[src/rtl/hazard_pkg.sv]
// Shared types and constants for the hazard/stall controller slice.
package hazard_pkg;
  typedef enum logic {
    ST_RUN     = 1'b0,
    ST_MD_BUSY = 1'b1
  } md_state_e;

  localparam int unsigned MUL_LAT_DEF = 4;
  localparam int unsigned DIV_LAT_DEF = 16;
  localparam logic [4:0]  REG_ZERO    = 5'd0;

  // Counter preload: the entry cycle already counts as one stall cycle.
  function automatic logic [7:0] md_load_val(input int unsigned lat);
    return 8'(lat - 1);
  endfunction
endpackage

[src/rtl/hazard_stall_ctrl_if.sv]
// Pipeline <-> hazard controller signal bundle; master = pipeline, slave = controller.
interface hazard_stall_ctrl_if;
  logic [4:0]  id_rs_i;
  logic [4:0]  id_rt_i;
  logic        id_uses_rt_i;
  logic        ex_memread_i;
  logic [4:0]  ex_rt_i;
  logic        md_start_i;
  logic        md_is_div_i;
  logic        branch_taken_i;
  logic        pc_write_disable_o;
  logic        ifid_write_disable_o;
  logic        ifid_flush_o;
  logic        idex_flush_o;
  logic        exmem_flush_o;
  logic        md_busy_o;
  logic        md_done_o;
  logic [31:0] stall_cnt_o;

  modport master (
    output id_rs_i, id_rt_i, id_uses_rt_i, ex_memread_i, ex_rt_i,
           md_start_i, md_is_div_i, branch_taken_i,
    input  pc_write_disable_o, ifid_write_disable_o, ifid_flush_o,
           idex_flush_o, exmem_flush_o, md_busy_o, md_done_o, stall_cnt_o
  );

  modport slave (
    input  id_rs_i, id_rt_i, id_uses_rt_i, ex_memread_i, ex_rt_i,
           md_start_i, md_is_div_i, branch_taken_i,
    output pc_write_disable_o, ifid_write_disable_o, ifid_flush_o,
           idex_flush_o, exmem_flush_o, md_busy_o, md_done_o, stall_cnt_o
  );
endinterface

[src/rtl/md_latency_counter.sv]
// 8-bit loadable down-counter tracking remaining mult/div occupancy.
module md_latency_counter (
  input  logic       clk_i,
  input  logic       rst_i,
  input  logic       load_i,
  input  logic [7:0] load_val_i,
  input  logic       dec_i,
  output logic       zero_o
);
  logic [7:0] cnt_q;

  always_ff @(posedge clk_i) begin
    if (rst_i)                       cnt_q <= '0;
    else if (load_i)                 cnt_q <= load_val_i;
    else if (dec_i && cnt_q != '0)   cnt_q <= cnt_q - 8'd1;
  end

  assign zero_o = (cnt_q == '0);
endmodule

[src/rtl/hazard_stall_ctrl.sv]
// Load-use / mult-div stall and branch flush controller.
// Optional saturating stall-cycle counter: define HAZARD_PERF_CNT_EN.
module hazard_stall_ctrl
  import hazard_pkg::*;
#(
  parameter int unsigned MUL_LAT = MUL_LAT_DEF,
  parameter int unsigned DIV_LAT = DIV_LAT_DEF
) (
  input  logic                clk_i,
  input  logic                rst_i,
  hazard_stall_ctrl_if.slave  hz
);
  md_state_e state_q, state_nxt;
  logic      lu;
  logic      cnt_load, cnt_dec, cnt_zero;
  logic      pc_wd, ifid_wd, ifid_fl, idex_fl, exmem_fl, busy, done;

  assign lu = hz.ex_memread_i && (hz.ex_rt_i != REG_ZERO) &&
              ((hz.ex_rt_i == hz.id_rs_i) ||
               (hz.id_uses_rt_i && (hz.ex_rt_i == hz.id_rt_i)));

  always_ff @(posedge clk_i) begin
    if (rst_i) state_q <= ST_RUN;
    else       state_q <= state_nxt;
  end

  // Priority: branch > MD_BUSY > load-use > md_start; reset silences everything.
  always_comb begin
    state_nxt = state_q;
    cnt_load  = 1'b0;
    cnt_dec   = 1'b0;
    pc_wd     = 1'b0;
    ifid_wd   = 1'b0;
    ifid_fl   = 1'b0;
    idex_fl   = 1'b0;
    exmem_fl  = 1'b0;
    busy      = 1'b0;
    done      = 1'b0;
    if (!rst_i) begin
      busy = (state_q == ST_MD_BUSY);
      if (hz.branch_taken_i) begin
        ifid_fl   = 1'b1;
        idex_fl   = 1'b1;
        exmem_fl  = 1'b1;
        state_nxt = ST_RUN;
      end else begin
        unique case (state_q)
          ST_MD_BUSY: begin
            if (cnt_zero) begin
              done      = 1'b1;
              state_nxt = ST_RUN;
            end else begin
              pc_wd   = 1'b1;
              ifid_wd = 1'b1;
              idex_fl = 1'b1;
              cnt_dec = 1'b1;
            end
          end
          default: begin
            if (lu) begin
              pc_wd   = 1'b1;
              ifid_wd = 1'b1;
              idex_fl = 1'b1;
            end else if (hz.md_start_i) begin
              pc_wd     = 1'b1;
              ifid_wd   = 1'b1;
              idex_fl   = 1'b1;
              cnt_load  = 1'b1;
              state_nxt = ST_MD_BUSY;
            end
          end
        endcase
      end
    end
  end

  md_latency_counter u_md_cnt (
    .clk_i      (clk_i),
    .rst_i      (rst_i),
    .load_i     (cnt_load),
    .load_val_i (hz.md_is_div_i ? md_load_val(DIV_LAT) : md_load_val(MUL_LAT)),
    .dec_i      (cnt_dec),
    .zero_o     (cnt_zero)
  );

  assign hz.pc_write_disable_o   = pc_wd;
  assign hz.ifid_write_disable_o = ifid_wd;
  assign hz.ifid_flush_o         = ifid_fl;
  assign hz.idex_flush_o         = idex_fl;
  assign hz.exmem_flush_o        = exmem_fl;
  assign hz.md_busy_o            = busy;
  assign hz.md_done_o            = done;

`ifdef HAZARD_PERF_CNT_EN
  logic [31:0] stall_cnt_q;

  always_ff @(posedge clk_i) begin
    if (rst_i)                             stall_cnt_q <= '0;
    else if (pc_wd && stall_cnt_q != '1)   stall_cnt_q <= stall_cnt_q + 32'd1;
  end

  assign hz.stall_cnt_o = rst_i ? '0 : stall_cnt_q;
`else
  assign hz.stall_cnt_o = '0;
`endif
endmodule

[src/flat_wrapper.sv]
// flat-port wrapper written by rule: the top's interface ports become plain ports
module hazard_stall_ctrl_flat import hazard_pkg::*;
#(
  parameter int unsigned MUL_LAT = MUL_LAT_DEF,
  parameter int unsigned DIV_LAT = DIV_LAT_DEF
)
  (clk_i, rst_i, hz_id_rs_i, hz_id_rt_i, hz_id_uses_rt_i, hz_ex_memread_i, hz_ex_rt_i, hz_md_start_i, hz_md_is_div_i, hz_branch_taken_i, hz_pc_write_disable_o, hz_ifid_write_disable_o, hz_ifid_flush_o, hz_idex_flush_o, hz_exmem_flush_o, hz_md_busy_o, hz_md_done_o, hz_stall_cnt_o);
  hazard_stall_ctrl_if hz_i ();
  input  logic clk_i;
  input  logic rst_i;
  input wire logic [$bits(hz_i.id_rs_i)-1:0] hz_id_rs_i;
  input wire logic [$bits(hz_i.id_rt_i)-1:0] hz_id_rt_i;
  input wire logic [$bits(hz_i.id_uses_rt_i)-1:0] hz_id_uses_rt_i;
  input wire logic [$bits(hz_i.ex_memread_i)-1:0] hz_ex_memread_i;
  input wire logic [$bits(hz_i.ex_rt_i)-1:0] hz_ex_rt_i;
  input wire logic [$bits(hz_i.md_start_i)-1:0] hz_md_start_i;
  input wire logic [$bits(hz_i.md_is_div_i)-1:0] hz_md_is_div_i;
  input wire logic [$bits(hz_i.branch_taken_i)-1:0] hz_branch_taken_i;
  output wire logic [$bits(hz_i.pc_write_disable_o)-1:0] hz_pc_write_disable_o;
  output wire logic [$bits(hz_i.ifid_write_disable_o)-1:0] hz_ifid_write_disable_o;
  output wire logic [$bits(hz_i.ifid_flush_o)-1:0] hz_ifid_flush_o;
  output wire logic [$bits(hz_i.idex_flush_o)-1:0] hz_idex_flush_o;
  output wire logic [$bits(hz_i.exmem_flush_o)-1:0] hz_exmem_flush_o;
  output wire logic [$bits(hz_i.md_busy_o)-1:0] hz_md_busy_o;
  output wire logic [$bits(hz_i.md_done_o)-1:0] hz_md_done_o;
  output wire logic [$bits(hz_i.stall_cnt_o)-1:0] hz_stall_cnt_o;
  assign hz_i.id_rs_i = hz_id_rs_i;
  assign hz_i.id_rt_i = hz_id_rt_i;
  assign hz_i.id_uses_rt_i = hz_id_uses_rt_i;
  assign hz_i.ex_memread_i = hz_ex_memread_i;
  assign hz_i.ex_rt_i = hz_ex_rt_i;
  assign hz_i.md_start_i = hz_md_start_i;
  assign hz_i.md_is_div_i = hz_md_is_div_i;
  assign hz_i.branch_taken_i = hz_branch_taken_i;
  assign hz_pc_write_disable_o = hz_i.pc_write_disable_o;
  assign hz_ifid_write_disable_o = hz_i.ifid_write_disable_o;
  assign hz_ifid_flush_o = hz_i.ifid_flush_o;
  assign hz_idex_flush_o = hz_i.idex_flush_o;
  assign hz_exmem_flush_o = hz_i.exmem_flush_o;
  assign hz_md_busy_o = hz_i.md_busy_o;
  assign hz_md_done_o = hz_i.md_done_o;
  assign hz_stall_cnt_o = hz_i.stall_cnt_o;
  hazard_stall_ctrl #(.MUL_LAT(MUL_LAT), .DIV_LAT(DIV_LAT)) u_core (.clk_i(clk_i), .rst_i(rst_i), .hz(hz_i));
endmodule
[config.mk]
export PLATFORM = sky130hd
export DESIGN_NAME = hazard_stall_ctrl_flat
export DESIGN_NICKNAME = d
export VERILOG_FILES = /design/src/rtl/hazard_pkg.sv /design/src/rtl/hazard_stall_ctrl_if.sv /design/src/rtl/md_latency_counter.sv /design/src/rtl/hazard_stall_ctrl.sv /design/src/flat_wrapper.sv
export SDC_FILE = /design/constraint.sdc
export NUM_CORES = 1
export LEC_CHECK = 0
export BUFFER_PORTS_ARGS = -buffer_cell sky130_fd_sc_hd__buf_4
export CORE_UTILIZATION = 38
export CTS_CLUSTER_DIAMETER = 80
export DETAILED_ROUTE_END_ITERATION = 10
export PLACE_DENSITY = 0.84
export SYNTH_ARGS = -nofsm -noshare
export SYNTH_HDL_FRONTEND = slang
export SYNTH_SLANG_ARGS = --single-unit
[constraint.sdc]
create_clock -name clk_i -period 1.9 [get_ports clk_i]
set_input_delay 0.38 -clock clk_i [delete_from_list [all_inputs] [get_ports clk_i]]
set_output_delay 0.38 -clock clk_i [all_outputs]
set_load 0.01 [all_outputs]
======== Word-level counts from Yosys, hierarchy flattened ========
Cells that the tools add are included.
cells by class
  add/subtract/negate cells ............... 1
  equal/unequal tests ..................... 2
  multiplexer cells ....................... 26
  reduce and logical (&&, ||, !) cells .... 10
operators with widths
  operator                                          count
  2-to-1 mux 1 bit                                  23
  2-to-1 mux 8 bit                                  2
  == test 5 bit                                     2
  logical NOT 8 bit                                 1
  nonzero test 8 bit                                1
  subtractor 8 x 1 -> 8 bit, second input constant  1
  nonzero test 5 bit                                1
  logical AND 1 bit                                 4
  2-to-1 mux 4 bit                                  1
  nonzero test 2 bit                                1
  OR reduction 2 bit                                1
  logical OR 1 bit                                  1
word-level totals
  register bits after elaboration ......... 9
  input port bits ......................... 22
  output and inout bits ................... 39
  word-level logic and storage cells ...... 41

======== Longest topological paths before layout ========
Gate-level depths: netlist of run 1.
  depth after elaboration ................. 9
  mapped depth ............................ 7
  mapped depth without buffers ............ 7

======== Cells and area by module ========
A second synthesis of run 1 with hierarchy kept.
second synthesis, totals
  cells, all modules ...................... 129
  area, all modules ....................... 1,023.5 sq um
by module, submodules not included
  module              instances  cells an instance  area each (sq um)  sequential area each (sq um)
  md_latency_counter  1          59                 515.5              160.2
  hazard_stall_ctrl   1          70                 508.0              20.0

======== Least setup slack after synthesis of run 1 ========
No wires, ideal clock.
  path type ............................... in2out
  start point ............................. in hz_ex_rt_i[4]
  end point ............................... out hz_pc_write_disable_o
  arrival ................................. 2.072 ns
  data required time ...................... 1.520 ns
  slack ................................... -0.552 ns
  stages on the path ...................... 6
  path buffers ............................ 1
  path through ............................ xnor2_1 > nand3_1 > o22ai_1 > a211oi_1 > a2111oi_0 > buf_4
on the way
  longest elaborated chain between the ends .. 8
  elaborated cells between the ends (all ways) .. 11
  those cells by class .................... eq/ne: 2; mux: 4; reduce/logical: 5
ends and longest elaborated chain
  element                             RTL line                 text
  from (decl)                         flat_wrapper.sv:15       input wire logic [$bits(hz_i.ex_rt_i)-1:0] hz_ex_rt_i;
  == test 5 bit                       hazard_stall_ctrl.sv:20  (hz.id_uses_rt_i && (hz.ex_rt_i == hz.id_rt_i)));
  logical AND 1 bit                   hazard_stall_ctrl.sv:20
  logical OR 1 bit                    hazard_stall_ctrl.sv:19  ((hz.ex_rt_i == hz.id_rs_i) ||
  logical AND 1 bit (*)               hazard_stall_ctrl.sv:18  assign lu = hz.ex_memread_i && (hz.ex_rt_i != REG_ZERO) &&
  2-to-1 mux 1 bit (*) (4 in series)  n/a
  to (decl)                           flat_wrapper.sv:19       output wire logic [$bits(hz_i.pc_write_disable_o)-1:0] hz_pc_write_disable_o;
Every way passes the cells marked *; elsewhere a longest branch is shown, timed or not.

======== Final worst setup path of run 1 ========
  start point ............................. in hz_ex_rt_i[0]
  end point ............................... out hz_idex_flush_o
on the way
  longest elaborated chain between the ends .. 8
  elaborated cells between the ends (all ways) .. 11
  those cells by class .................... eq/ne: 2; mux: 4; reduce/logical: 5
ends and longest elaborated chain
  element                RTL line                 text
  == test 5 bit          hazard_stall_ctrl.sv:20
  logical AND 1 bit      hazard_stall_ctrl.sv:20
  logical OR 1 bit       hazard_stall_ctrl.sv:19
  logical AND 1 bit (*)  hazard_stall_ctrl.sv:18
  2-to-1 mux 1 bit (*)   hazard_stall_ctrl.sv:60  if (lu) begin
  2-to-1 mux 1 bit (*)   hazard_stall_ctrl.sv:47  unique case (state_q)
  2-to-1 mux 1 bit (*)   hazard_stall_ctrl.sv:41  if (hz.branch_taken_i) begin
  2-to-1 mux 1 bit (*)   hazard_stall_ctrl.sv:39  if (!rst_i) begin
  to (decl)              flat_wrapper.sv:22       output wire logic [$bits(hz_i.idex_flush_o)-1:0] hz_idex_flush_o;
Marked as above.

==> run summary, run 1 <==
- Synth cell types: 36
- effective utilization at floorplan: 41.5%
- highest net fanout along the worst path: 3
- wire length of the first global-routing pass: 3220 um
- Pwr per Cell Area: 492 nW/um2
- first-pass detailed-route iteration total: 4
- Inserted Diodes: 0
- register bit count reported by yosys: 9
- arrival time of the worst setup path: 1.75 ns
- post-synthesis async set-or-reset flop share: 0%
- number of buffers created by CTS: 3
- instance count of the mapped netlist: 118
- number of antenna violations at the first check in global routing: 0
- Placed Cells incl. Taps: 178
- CTS tree: yes
- largest incremental delay on the critical path: 0.53 ns
- number of max-slew violations in the final report: 0
- Post-synth EDFFs: 0
- max-cap check violation count: 0
- I/O pins: 61
- final non-filler cell area: 1280 um2
- residual overflow from global routing: 0
- overall power consumption: 0.000631 W
- Hold Violations, Final: 0
- per-instance average area after synthesis: 7.92 um2
- hold buffer count at CTS: 0
- clock insertion delay at the later pin of the skew report: 0.28 ns
- maximum root-to-sink buffer count: 2
- sequential fraction of the synthesis area: 19.3%
- CTS Root Cell: sky130_fd_sc_hd__clkbuf_4
- time the worst path needs with I/O delays and setup: 2.13 ns
- largest voltage drop on the vdd net: 384 uV
- horizontal extent of the die: 51.6 um
- number of warnings printed during yosys synthesis: 0
- antenna-violating nets left: 0
- total routing resource utilization after global routing: 16.7%
- commonest non-fill, non-tap cell in the layout: sky130_fd_sc_hd__buf_4
- Non-Filler Instances: 185
- cell area after synthesis: 935 um2
- Crit Path Class: in2out
- CTS H-tree depth: 1
- Residual DRC: 0
- post-CTS clock slew at the launch and capture registers of the worst setup and hold paths: 0.06 ns
- via density per instance: 4.71
- Area after DPL: 1130 um2
- standard cell with the maximum stage delay on the critical path: sky130_fd_sc_hd__or4_4
- post-route worst setup slack: -0.231 ns
- most frequent cells in the layout: sky130_fd_sc_hd__buf_4 (37), sky130_fd_sc_hd__conb_1 (32), sky130_fd_sc_hd__xnor2_1 (10), sky130_fd_sc_hd__dfxtp_1 (7)
- number of design-rule violations left by the first detailed-router iteration: 14
- die area: 2660 um2
- final-stage net count: 182
- Post-Route Skew: 0.00993 ns
- status: finished with violations
- Highest Clock Rate: 469 MHz
- routed len/inst: 12.2 um
- GPL Wtd Cong: 0.801
- required time of the worst setup path: 1.52 ns
- Std-Cell Rows: 17
- static leakage power: 0.579 nW
- Area Overhead vs Synth: 37.2%
- final wirelength: 2250 um
- post-DP HPWL: 1580 um
- Top FF cell, synth: sky130_fd_sc_hd__dfxtp_1
- fraction of the cycle the final worst path needs: 112%
- input/output buffers: 28
- unrepaired setup endpoints after global routing: true
- gate family responsible for the most delay along the worst path: compound AO/OA/AOI/OAI gates
- cells along the critical path: buf_6 -> or4_4 -> o21a_4 -> a2111oi_4 -> a311oi_1 -> buf_4
- setup violators final: 4
- capturing element type of the critical path: primary output
- startpoint type of the worst setup path: primary input
- Hold WC Path Type: in2reg
- vertical extent of the die: 51.6 um
- final-layout setup total negative slack: -0.620 ns
- routed vias: 871
- total core area: 2250 um2
- violations in the final reports: negative setup slack
- share of cells above drive strength 1: 40.1%
- maximum number of pins on one net before global-route repair: 14
- CTS sink cnt: 9
- number of global-route vias before repair: 781
- number of buffers and inverters on the critical path: 2
## layer usage
layer / GRT usage (%) / vias up / share of wire, %
met4: 9.91 / 0 / 2.0
met1: 18.0 / 394 / 39
met3: 5.26 / 4 / 9.1
met2: 28.6 / 51 / 50
met5: 0 / - / 0
li1: - / 422 / -
## Yosys cell counts, types with 2 or more instances
library cell / number / area, um2
sky130_fd_sc_hd__or3_1: 3 / 18.8
sky130_fd_sc_hd__nor4_1: 2 / 12.5
sky130_fd_sc_hd__dfxtp_1: 9 / 180
sky130_fd_sc_hd__a211oi_1: 2 / 15.0
sky130_fd_sc_hd__a21oi_1: 2 / 10.0
sky130_fd_sc_hd__a2111oi_0: 2 / 17.5
sky130_fd_sc_hd__nor2_1: 5 / 18.8
sky130_fd_sc_hd__nand2_1: 6 / 22.5
sky130_fd_sc_hd__inv_1: 4 / 15.0
sky130_fd_sc_hd__xor2_1: 2 / 17.5
sky130_fd_sc_hd__nor3_1: 6 / 30.0
sky130_fd_sc_hd__ha_1: 2 / 25.0
sky130_fd_sc_hd__buf_4: 34 / 255
sky130_fd_sc_hd__nand3_1: 3 / 15.0
sky130_fd_sc_hd__xnor2_1: 13 / 114
sky130_fd_sc_hd__and3_1: 2 / 12.5
sky130_fd_sc_hd__o21ai_0: 2 / 10.0
## state kept, by name, indices dropped and copies added, names as in the netlist
signal	flops
u_core.u_md_cnt.cnt_q	8
u_core.state_q	1
## where the power goes
part | switching, W | total, W | leakage (nW) | internal [W]
logic | 0.000139 | 0.000270 | 0.487 | 0.000131
clock network | 0.0000772 | 0.000155 | 0.0177 | 0.0000780
registers | 0.00000706 | 0.000205 | 0.0740 | 0.000198
## worst paths after layout
kind	startpoint	to	slack [ns]	cells past startpoint
min	rst_i	u_core.u_md_cnt.cnt_q[4]	0.40	2
min reg2reg	u_core.u_md_cnt.cnt_q[2]	u_core.u_md_cnt.cnt_q[2]	0.56	2
max	hz_ex_rt_i[0]	hz_idex_flush_o	-0.23	6
max reg2reg	u_core.u_md_cnt.cnt_q[1]	u_core.u_md_cnt.cnt_q[5]	0.27	8
## layout make-up
type,instances,area (um2)
Clock buffer,3,22.5
Fill cell,207,972
Multi-Input combinational cell,101,722
Clock inverter,1,5.00
Inverter,4,15.0
Sequential cell,9,183
Timing Repair Buffer,39,300
Tap cell,28,35.0
## what timing repair did
action / CTS / global route
resized for setup: 13 / 8
setup buffers: 2 / 1
endpoints found under the setup margin: 4 / 6
pin swaps: 3 / 8
## stage by stage
stage / worst slack, ns / utilization (%) / hold slack [ns]
detailed placement: -0.415 / 50.0 / 0.508
global route: -0.256 / 56.9 / 0.407
floorplan: -0.0843 / - / 0.461
finish: -0.231 / 56.9 / 0.402
CTS: -0.269 / 54.1 / 0.392
global placement: -0.353 / 50.0 / 0.480
## kinds of logic (layout without fill, tap and decap cells)
logic type      count (synthesis)  count (layout)  share of synthesized area (%)
simple gates                   35              35                           20.2
other cells                     1              32                          0.401
buf+inv                        39              47                           29.3
flops                           9               9                           19.3
compound gates                 17              17                           14.1
fa+ha+maj                       2               2                           2.68
xor+xnor                       15              15                           14.1
(Power assumes the default switching activity.)
==> run 2: changes to the inputs <==
--- a/config.mk
+++ b/config.mk
@@ -6,10 +6,11 @@
 export NUM_CORES = 1
 export LEC_CHECK = 0
 export BUFFER_PORTS_ARGS = -buffer_cell sky130_fd_sc_hd__buf_4
-export CORE_UTILIZATION = 38
+export CORE_UTILIZATION = 39
+export CTS_BUF_LIST = sky130_fd_sc_hd__clkbuf_8
 export CTS_CLUSTER_DIAMETER = 80
 export DETAILED_ROUTE_END_ITERATION = 10
-export PLACE_DENSITY = 0.84
+export PLACE_DENSITY = 0.76
 export SYNTH_ARGS = -nofsm -noshare
 export SYNTH_HDL_FRONTEND = slang
 export SYNTH_SLANG_ARGS = --single-unit
==> run 2 against run 1 <==
The run still ends with negative setup slack left. Die area is 2.5% lower. Setup slack got worse by 0.050 ns. Total power is 12% higher. Worst hold slack improved by 0.087 ns. Sequential share of layout area shrank 0.44 points. Critical endpoint is now hz_pc_write_disable_o.
==> run summary, run 2 (same netlist as run 1, synthesis figures left out) <==
- startpoint type of the worst setup path: primary input, unchanged
- setup violators final: 3, was 4
- fraction of the cycle the final worst path needs: 115%, was 112%
- most flop-heavy register: u_core.u_md_cnt.cnt_q, unchanged
- total routing resource utilization after global routing: 17.6%, was 16.7%
- required time of the worst setup path: 1.52 ns, about the same
- most frequent cells in the layout: sky130_fd_sc_hd__buf_4 (40), sky130_fd_sc_hd__conb_1 (32), sky130_fd_sc_hd__xnor2_1 (12), sky130_fd_sc_hd__nand2_1 (6), sky130_fd_sc_hd__nor3_1 (6), was sky130_fd_sc_hd__buf_4 (37), sky130_fd_sc_hd__conb_1 (32), sky130_fd_sc_hd__xnor2_1 (10), sky130_fd_sc_hd__dfxtp_1 (7)
- overall power consumption: 0.000709 W, was 0.000631 W
- residual overflow from global routing: 0, unchanged
- Worst Hold Depth: 3, was 2
- Min-Delay Startpoint: rst_i, unchanged
- I/O pins: 61, unchanged
- final wirelength: 2340 um, was 2250 um
- violations in the final reports: negative setup slack, unchanged
- routed vias: 883, was 871
- share of cells above drive strength 1: 42.0%, was 40.1%
- via density per instance: 4.65, was 4.71
- post-CTS clock slew at the launch and capture registers of the worst setup and hold paths: 0.04 ns, was 0.06 ns
- post-route worst setup slack: -0.281 ns, was -0.231 ns
- GPL Wtd Cong: 0.854, was 0.801
- standard cell with the maximum stage delay on the critical path: sky130_fd_sc_hd__or4_4, unchanged
- Area after DPL: 1160 um2, was 1130 um2
- clock insertion delay at the later pin of the skew report: 0.23 ns, was 0.28 ns
- effective utilization at floorplan: 41.8%, was 41.5%
- Crit Path Class: in2out, unchanged
- Hold WC Path Type: in2reg, unchanged
- die area: 2600 um2, was 2660 um2
- Inserted Diodes: 0, unchanged
- routed len/inst: 12.3 um, was 12.2 um
- worst reg-to-reg setup slack: 0.20 ns, was 0.27 ns
- most numerous cell on the critical path: sky130_fd_sc_hd__buf_6
- input/output buffers: 28, unchanged
- final-stage net count: 187, was 182
- post-DP HPWL: 1740 um, was 1580 um
- max-cap check violation count: 0, unchanged
- number of design-rule violations left by the first detailed-router iteration: 15, was 14
- worst reg2reg path startpoint: u_core.u_md_cnt.cnt_q[1], unchanged
- highest net fanout along the worst path: 2, was 3
- maximum number of pins on one net before global-route repair: 13, was 14
- CTS tree: yes, unchanged
- max FFs per register: 8, unchanged
- number of antenna violations at the first check in global routing: 0, unchanged
- Highest Clock Rate: 459 MHz, was 469 MHz
- end of the worst hold path: u_core.state_q, was u_core.u_md_cnt.cnt_q[4]
- maximum root-to-sink buffer count: 2, unchanged
- Std-Cell Rows: 17, unchanged
- capturing element type of the critical path: primary output, unchanged
- Hold Violations, Final: 0, unchanged
- vertical extent of the die: 51.0 um, was 51.6 um
- largest voltage drop on the vdd net: 420 uV, was 384 uV
- worst hold-check slack: 0.490 ns, was 0.402 ns
- static leakage power: 0.610 nW, was 0.579 nW
- total core area: 2230 um2, was 2250 um2
- Pwr per Cell Area: 529 nW/um2, was 492 nW/um2
- commonest non-fill, non-tap cell in the layout: sky130_fd_sc_hd__buf_4, unchanged
- CTS H-tree depth: 1, unchanged
- worst-case reg-to-reg path depth: 9, was 8
- arrival time of the worst setup path: 1.80 ns, was 1.75 ns
- CTS Root Cell: sky130_fd_sc_hd__clkbuf_8, was sky130_fd_sc_hd__clkbuf_4
- CTS sink cnt: 9, unchanged
- horizontal extent of the die: 51.0 um, was 51.6 um
- status: finished with violations, unchanged
- Area Overhead vs Synth: 43.5%, was 37.2%
- number of global-route vias before repair: 770, was 781
- cells along the critical path: buf_6 -> or4_4 -> o21a_1 -> buf_6 -> a211oi_4 -> a2111oi_4 -> buf_4, was buf_6 -> or4_4 -> o21a_4 -> a2111oi_4 -> a311oi_1 -> buf_4
- wire length of the first global-routing pass: 3390 um, was 3220 um
- Residual DRC: 0, unchanged
- Filler Cell Count: 202, was 207
- largest registers: u_core.u_md_cnt.cnt_q (8), u_core.state_q (1), unchanged
- number of buffers created by CTS: 3, unchanged
- Storage cell area: 185 um2, was 183 um2
- number of max-slew violations in the final report: 0, unchanged
- unrepaired setup endpoints after global routing: true, unchanged
- first-pass detailed-route iteration total: 4, unchanged
- Post-Route Skew: 0.00328 ns, was 0.00993 ns
- largest incremental delay on the critical path: 0.51 ns, was 0.53 ns
- antenna-violating nets left: 0, unchanged
- time the worst path needs with I/O delays and setup: 2.18 ns, was 2.13 ns
- final non-filler cell area: 1340 um2, was 1280 um2
- Critical R2R Capture: u_core.u_md_cnt.cnt_q[4], was u_core.u_md_cnt.cnt_q[5]
- combined area of the multi-input logic cells: 716 um2, was 722 um2
-- run 2: per-stage QoR --
| stage | instances | setup TNS, ns | worst slack [ns] | util, % |
|---|---|---|---|---|
| 3_5_place_dp | 183 | -1.50 | -0.329 | 52.2 |
| 4_1_cts | 188 | -1.03 | -0.300 | 56.2 |
| 3_3_place_gp | 183 | -1.32 | -0.314 | 52.2 |
| 6_report | 190 | -0.763 | -0.281 | 60.1 |
| 5_1_grt | 190 | -1.03 | -0.329 | 60.1 |
| 2_1_floorplan | 149 | -0.150 | -0.0843 | - |
-- run 2: worst max path at each step --
stage,start,to
floorplan,hz_ex_rt_i[0],hz_pc_write_disable_o
global placement,hz_ex_rt_i[0],hz_idex_flush_o
detailed placement,hz_ex_rt_i[0],hz_pc_write_disable_o
CTS,hz_ex_rt_i[4],hz_pc_write_disable_o
global route,hz_ex_rt_i[4],hz_pc_write_disable_o
finish,hz_ex_rt_i[4],hz_pc_write_disable_o
-- run 2: per-layer routing --
layer | track usage, % | vias up | part of all wire (%)
met1 | 18.9 | 409 | 37
li1 | - | 428 | -
met4 | 10.2 | 0 | 1.2
met2 | 31.8 | 42 | 54
met5 | 0 | - | 0
met3 | 3.27 | 4 | 7.7
-- run 2: cell type report --
cell class              instances  area share, %
multi-input cells             101           53.4
repair buffers                 44           25.7
flip-flops and latches          9           13.8
clock buffers                   3           3.08
well taps                      28           2.61
inverters                       4           1.12
clock inverters                 1          0.280
-- run 2: report_power, final --
part           total, W  switching [W]  leakage (nW)  internal, W
Clock          0.000213      0.0000730        0.0269     0.000140
Combinational  0.000287       0.000141         0.508     0.000146
Sequential     0.000209     0.00000855        0.0749     0.000200
Total          0.000709       0.000223         0.610     0.000487
-- run 2: what timing repair did --
action	CTS	global route
hold buffers	0	0
setup endpoints to repair	4	6
pin swaps	5	7
gates resized for setup	10	17
buffers inserted	1	3
-- run 2: worst max-delay path: cells and delay by family --
kind | cells | cell delay, ns
buf+inv | 3 | 0.38
simple gates | 1 | 0.51
compound gates | 3 | 0.53
==> run 3: changes to the inputs <==
--- a/config.mk
+++ b/config.mk
@@ -6,7 +6,10 @@
 export NUM_CORES = 1
 export LEC_CHECK = 0
 export BUFFER_PORTS_ARGS = -buffer_cell sky130_fd_sc_hd__buf_4
-export CORE_UTILIZATION = 39
+export CELL_PAD_IN_SITES_DETAIL_PLACEMENT = 1
+export CELL_PAD_IN_SITES_GLOBAL_PLACEMENT = 2
+export CORE_ASPECT_RATIO = 2
+export CORE_UTILIZATION = 20
 export CTS_BUF_LIST = sky130_fd_sc_hd__clkbuf_8
 export CTS_CLUSTER_DIAMETER = 80
 export DETAILED_ROUTE_END_ITERATION = 10
==> constraint.sdc (replaced) <==
create_clock -name clk_i -period 1.9 [get_ports clk_i]
set_input_delay 0.095 -clock clk_i [delete_from_list [all_inputs] [get_ports clk_i]]
set_output_delay 0.095 -clock clk_i [all_outputs]
set_load 0.01 [all_outputs]
==> run 3 against run 2 <==
The run now ends clean. Combinational power down 25%. Final cell count up 6.8%. Via count shrank 5.2%. Clock power rose by 2%. Sequential share of layout area increased by 1.9 points. Final area down 13%. Wire length grew 5.0%. Register-to-register slack improved by 0.03 ns. Largest cell class unchanged. Critical endpoint is now hz_idex_flush_o. First-iteration DRC count fell by 67%. Highest routed layer unchanged. Total power down 9.8%.
==> run summary, run 3 (same netlist as run 1, synthesis figures left out) <==
- Hold WC Path Type: in2reg, unchanged
- residual overflow from global routing: 0, unchanged
- largest voltage drop on the vdd net: 176 uV, was 420 uV
- most numerous cell on the critical path: sky130_fd_sc_hd__buf_4, was sky130_fd_sc_hd__buf_6
- post-placement worst setup slack: 0.0905 ns, was -0.329 ns
- final wirelength: 2460 um, was 2340 um
- design internal power: 0.000435 W, was 0.000487 W
- cells along the critical path: buf_4 -> or4_1 -> o21a_1 -> a2111oi_0 -> a311oi_1 -> buf_4, was buf_6 -> or4_4 -> o21a_1 -> buf_6 -> a211oi_4 -> a2111oi_4 -> buf_4
- required time of the worst setup path: 1.80 ns, was 1.52 ns
- antenna-violating nets left: 0, unchanged
- clock insertion delay at the later pin of the skew report: 0.23 ns, about the same
- maximum number of pins on one net before global-route repair: 14, was 13
- proportion of power drawn by flip-flops and latches: 32.3%, was 29.4%
- total core area: 4420 um2, was 2230 um2
- combinational cell fraction of total power: 33.6%, was 40.5%
- number of post-CTS setup repair buffers: 0, was 1
- startpoint type of the worst setup path: primary input, unchanged
- GRT met3 Usage: 1.85%, was 3.27%
- gate family responsible for the most delay along the worst path: compound AO/OA/AOI/OAI gates, unchanged
- Highest Clock Rate: 558 MHz, was 459 MHz
- commonest non-fill, non-tap cell in the layout: sky130_fd_sc_hd__conb_1, was sky130_fd_sc_hd__buf_4
- net load switching power: 0.000204 W, was 0.000223 W
- post-CTS clock slew at the launch and capture registers of the worst setup and hold paths: 0.05 ns, was 0.04 ns
- Crit Path Class: in2out, unchanged
- unrepaired setup endpoints after global routing: false, was true
- Area Overhead vs Synth: 24.9%, was 43.5%
- post-route worst setup slack: 0.109 ns, was -0.281 ns
- met1 track utilization from global routing: 8.22%, was 18.9%
- GRT met2 Usage: 22.3%, was 31.8%
- share of power burned in the clock network: 34.1%, was 30.1%
- I/O pins: 61, unchanged
- max-cap check violation count: 0, unchanged
- number of design-rule violations left by the first detailed-router iteration: 5, was 15
- die area: 4970 um2, was 2600 um2
- Std-Cell Rows: 34, was 17
- wire length of the first global-routing pass: 3960 um, was 3390 um
- most flop-heavy register: u_core.u_md_cnt.cnt_q, unchanged
- first-pass detailed-route iteration total: 2, was 4
- static leakage power: 0.518 nW, was 0.610 nW
- share of cells above drive strength 1: 28.2%, was 42.0%
- number of buffers and inverters on the critical path: 2, was 3
- Hold Violations, Final: 0, unchanged
- number of global-route vias before repair: 892, was 770
- CTS tree: yes, unchanged
- max FFs per register: 8, unchanged
- horizontal extent of the die: 50.3 um, was 51.0 um
- largest registers: u_core.u_md_cnt.cnt_q (8), u_core.state_q (1), unchanged
- switching share of power: 32.0%, was 31.4%
- maximum root-to-sink buffer count: 2, unchanged
- standard cell with the maximum stage delay on the critical path: sky130_fd_sc_hd__or4_1, was sky130_fd_sc_hd__or4_4
- total routing resource utilization after global routing: 10.5%, was 17.6%
- time the worst path needs with I/O delays and setup: 1.79 ns, was 2.18 ns
- GPL Wtd Cong: 0.729, was 0.854
- Filler Cell Count: 563, was 202
- post-DP HPWL: 2010 um, was 1740 um
- tightest slew margin relative to the limit: 60.4%
- vertical extent of the die: 98.7 um, was 51.0 um
- Worst-Margin Slew: 0.588 ns
- final-stage net count: 174, was 187
- effective utilization at floorplan: 21.1%, was 41.8%
- number of buffers created by CTS: 3, unchanged
- most frequent cells in the layout: sky130_fd_sc_hd__conb_1 (32), sky130_fd_sc_hd__buf_4 (31), sky130_fd_sc_hd__xnor2_1 (13), sky130_fd_sc_hd__dfxtp_1 (8), was sky130_fd_sc_hd__buf_4 (40), sky130_fd_sc_hd__conb_1 (32), sky130_fd_sc_hd__xnor2_1 (12), sky130_fd_sc_hd__nand2_1 (6), sky130_fd_sc_hd__nor3_1 (6)
- fraction of the cycle the final worst path needs: 94.3%, was 115%
- status: complete, no violations, was finished with violations
- Post-Route Skew: 0.00215 ns, was 0.00328 ns
- grt peak-use layer: met2, unchanged
- hold buffer count at CTS: 0, unchanged
- CTS Root Cell: sky130_fd_sc_hd__clkbuf_8, unchanged
- Inserted Diodes: 0, unchanged
- CTS H-tree depth: 1, unchanged
- capturing element type of the critical path: primary output, unchanged
- largest incremental delay on the critical path: 0.54 ns, was 0.51 ns
- Residual DRC: 0, unchanged
- arrival time of the worst setup path: 1.70 ns, was 1.80 ns
- number of antenna violations at the first check in global routing: 0, unchanged
- combined area of the multi-input logic cells: 623 um2, was 716 um2
- routed vias: 837, was 883
- Storage cell area: 184 um2, was 185 um2
- CTS sink cnt: 9, unchanged
- routed len/inst: 12.1 um, was 12.3 um
- input/output buffers: 28, unchanged
- via density per instance: 4.12, was 4.65
- setup violators final: 0, was 3
- highest net fanout along the worst path: 5, was 2
- final-layout setup total negative slack: 0 ns, was -0.763 ns
- Pwr per Cell Area: 548 nW/um2, was 529 nW/um2
- number of max-slew violations in the final report: 0, unchanged
[run 3: cell count changes in the layout (fill, tap and decap cells not counted), moves of 2 or more]
cell / before / now
sky130_fd_sc_hd__dfxtp_1: 5 / 8
sky130_fd_sc_hd__buf_6: 4 / 0
sky130_fd_sc_hd__inv_1: 3 / 5
sky130_fd_sc_hd__buf_4: 40 / 31
sky130_fd_sc_hd__dfxtp_2: 4 / 0
sky130_fd_sc_hd__inv_2: 2 / 0
[run 3: metrics by stage]
stage,total power (W),utilization (%),cells,area [um2],hold slack [ns]
floorplan,0.000381,-,149,1060,0.229
detailed placement,0.000413,24.8,199,1100,0.401
CTS,0.000642,26.2,203,1160,0.163
global route,0.000686,26.4,203,1170,0.180
global placement,0.000408,24.8,199,1100,0.400
finish,0.000640,26.4,203,1170,0.163
[run 3: timing repair]
action | CTS | global route
gates resized for setup | 2 | 4
setup endpoints to repair | 2 | 4
pin swaps | 0 | 1
cloned | 0 | 0
[run 3: path summary, 6_finish.rpt]
kind	endpoint	slack [ns]	cells past startpoint	from
worst min register to register	u_core.u_md_cnt.cnt_q[7]	0.54	2	u_core.u_md_cnt.cnt_q[7]
worst max-delay path	hz_idex_flush_o	0.11	6	hz_ex_rt_i[0]
worst max register to register	u_core.u_md_cnt.cnt_q[4]	0.23	5	u_core.u_md_cnt.cnt_q[3]
worst min-delay path	u_core.u_md_cnt.cnt_q[6]	0.16	2	rst_i
[run 3: power by group through the flow]
stage / clock, W / sequential, W / combinational [W]
final: 0.000218 / 0.000207 / 0.000215
after global routing: 0.000240 / 0.000208 / 0.000238
after CTS: 0.000226 / 0.000207 / 0.000210
after detailed placement: 0 / 0.000209 / 0.000204
after global placement: 0 / 0.000209 / 0.000199
after floorplan: 0 / 0.000210 / 0.000170
[run 3: layout make-up]
type                            count  area share [%]
Clock buffer                        3            3.54
Clock inverter                      1           0.322
Inverter                            4            1.29
Multi-Input combinational cell    101            53.4
Sequential cell                     9            15.8
Tap cell                           54            5.79
Timing Repair Buffer               31            19.9
[run 3: layer usage]
metal | vias up | part of all wire [%]
met3 | 2 | 8.5
met2 | 47 | 59
met5 | - | 0
li1 | 400 | -
met4 | 0 | 0.98
met1 | 388 | 32
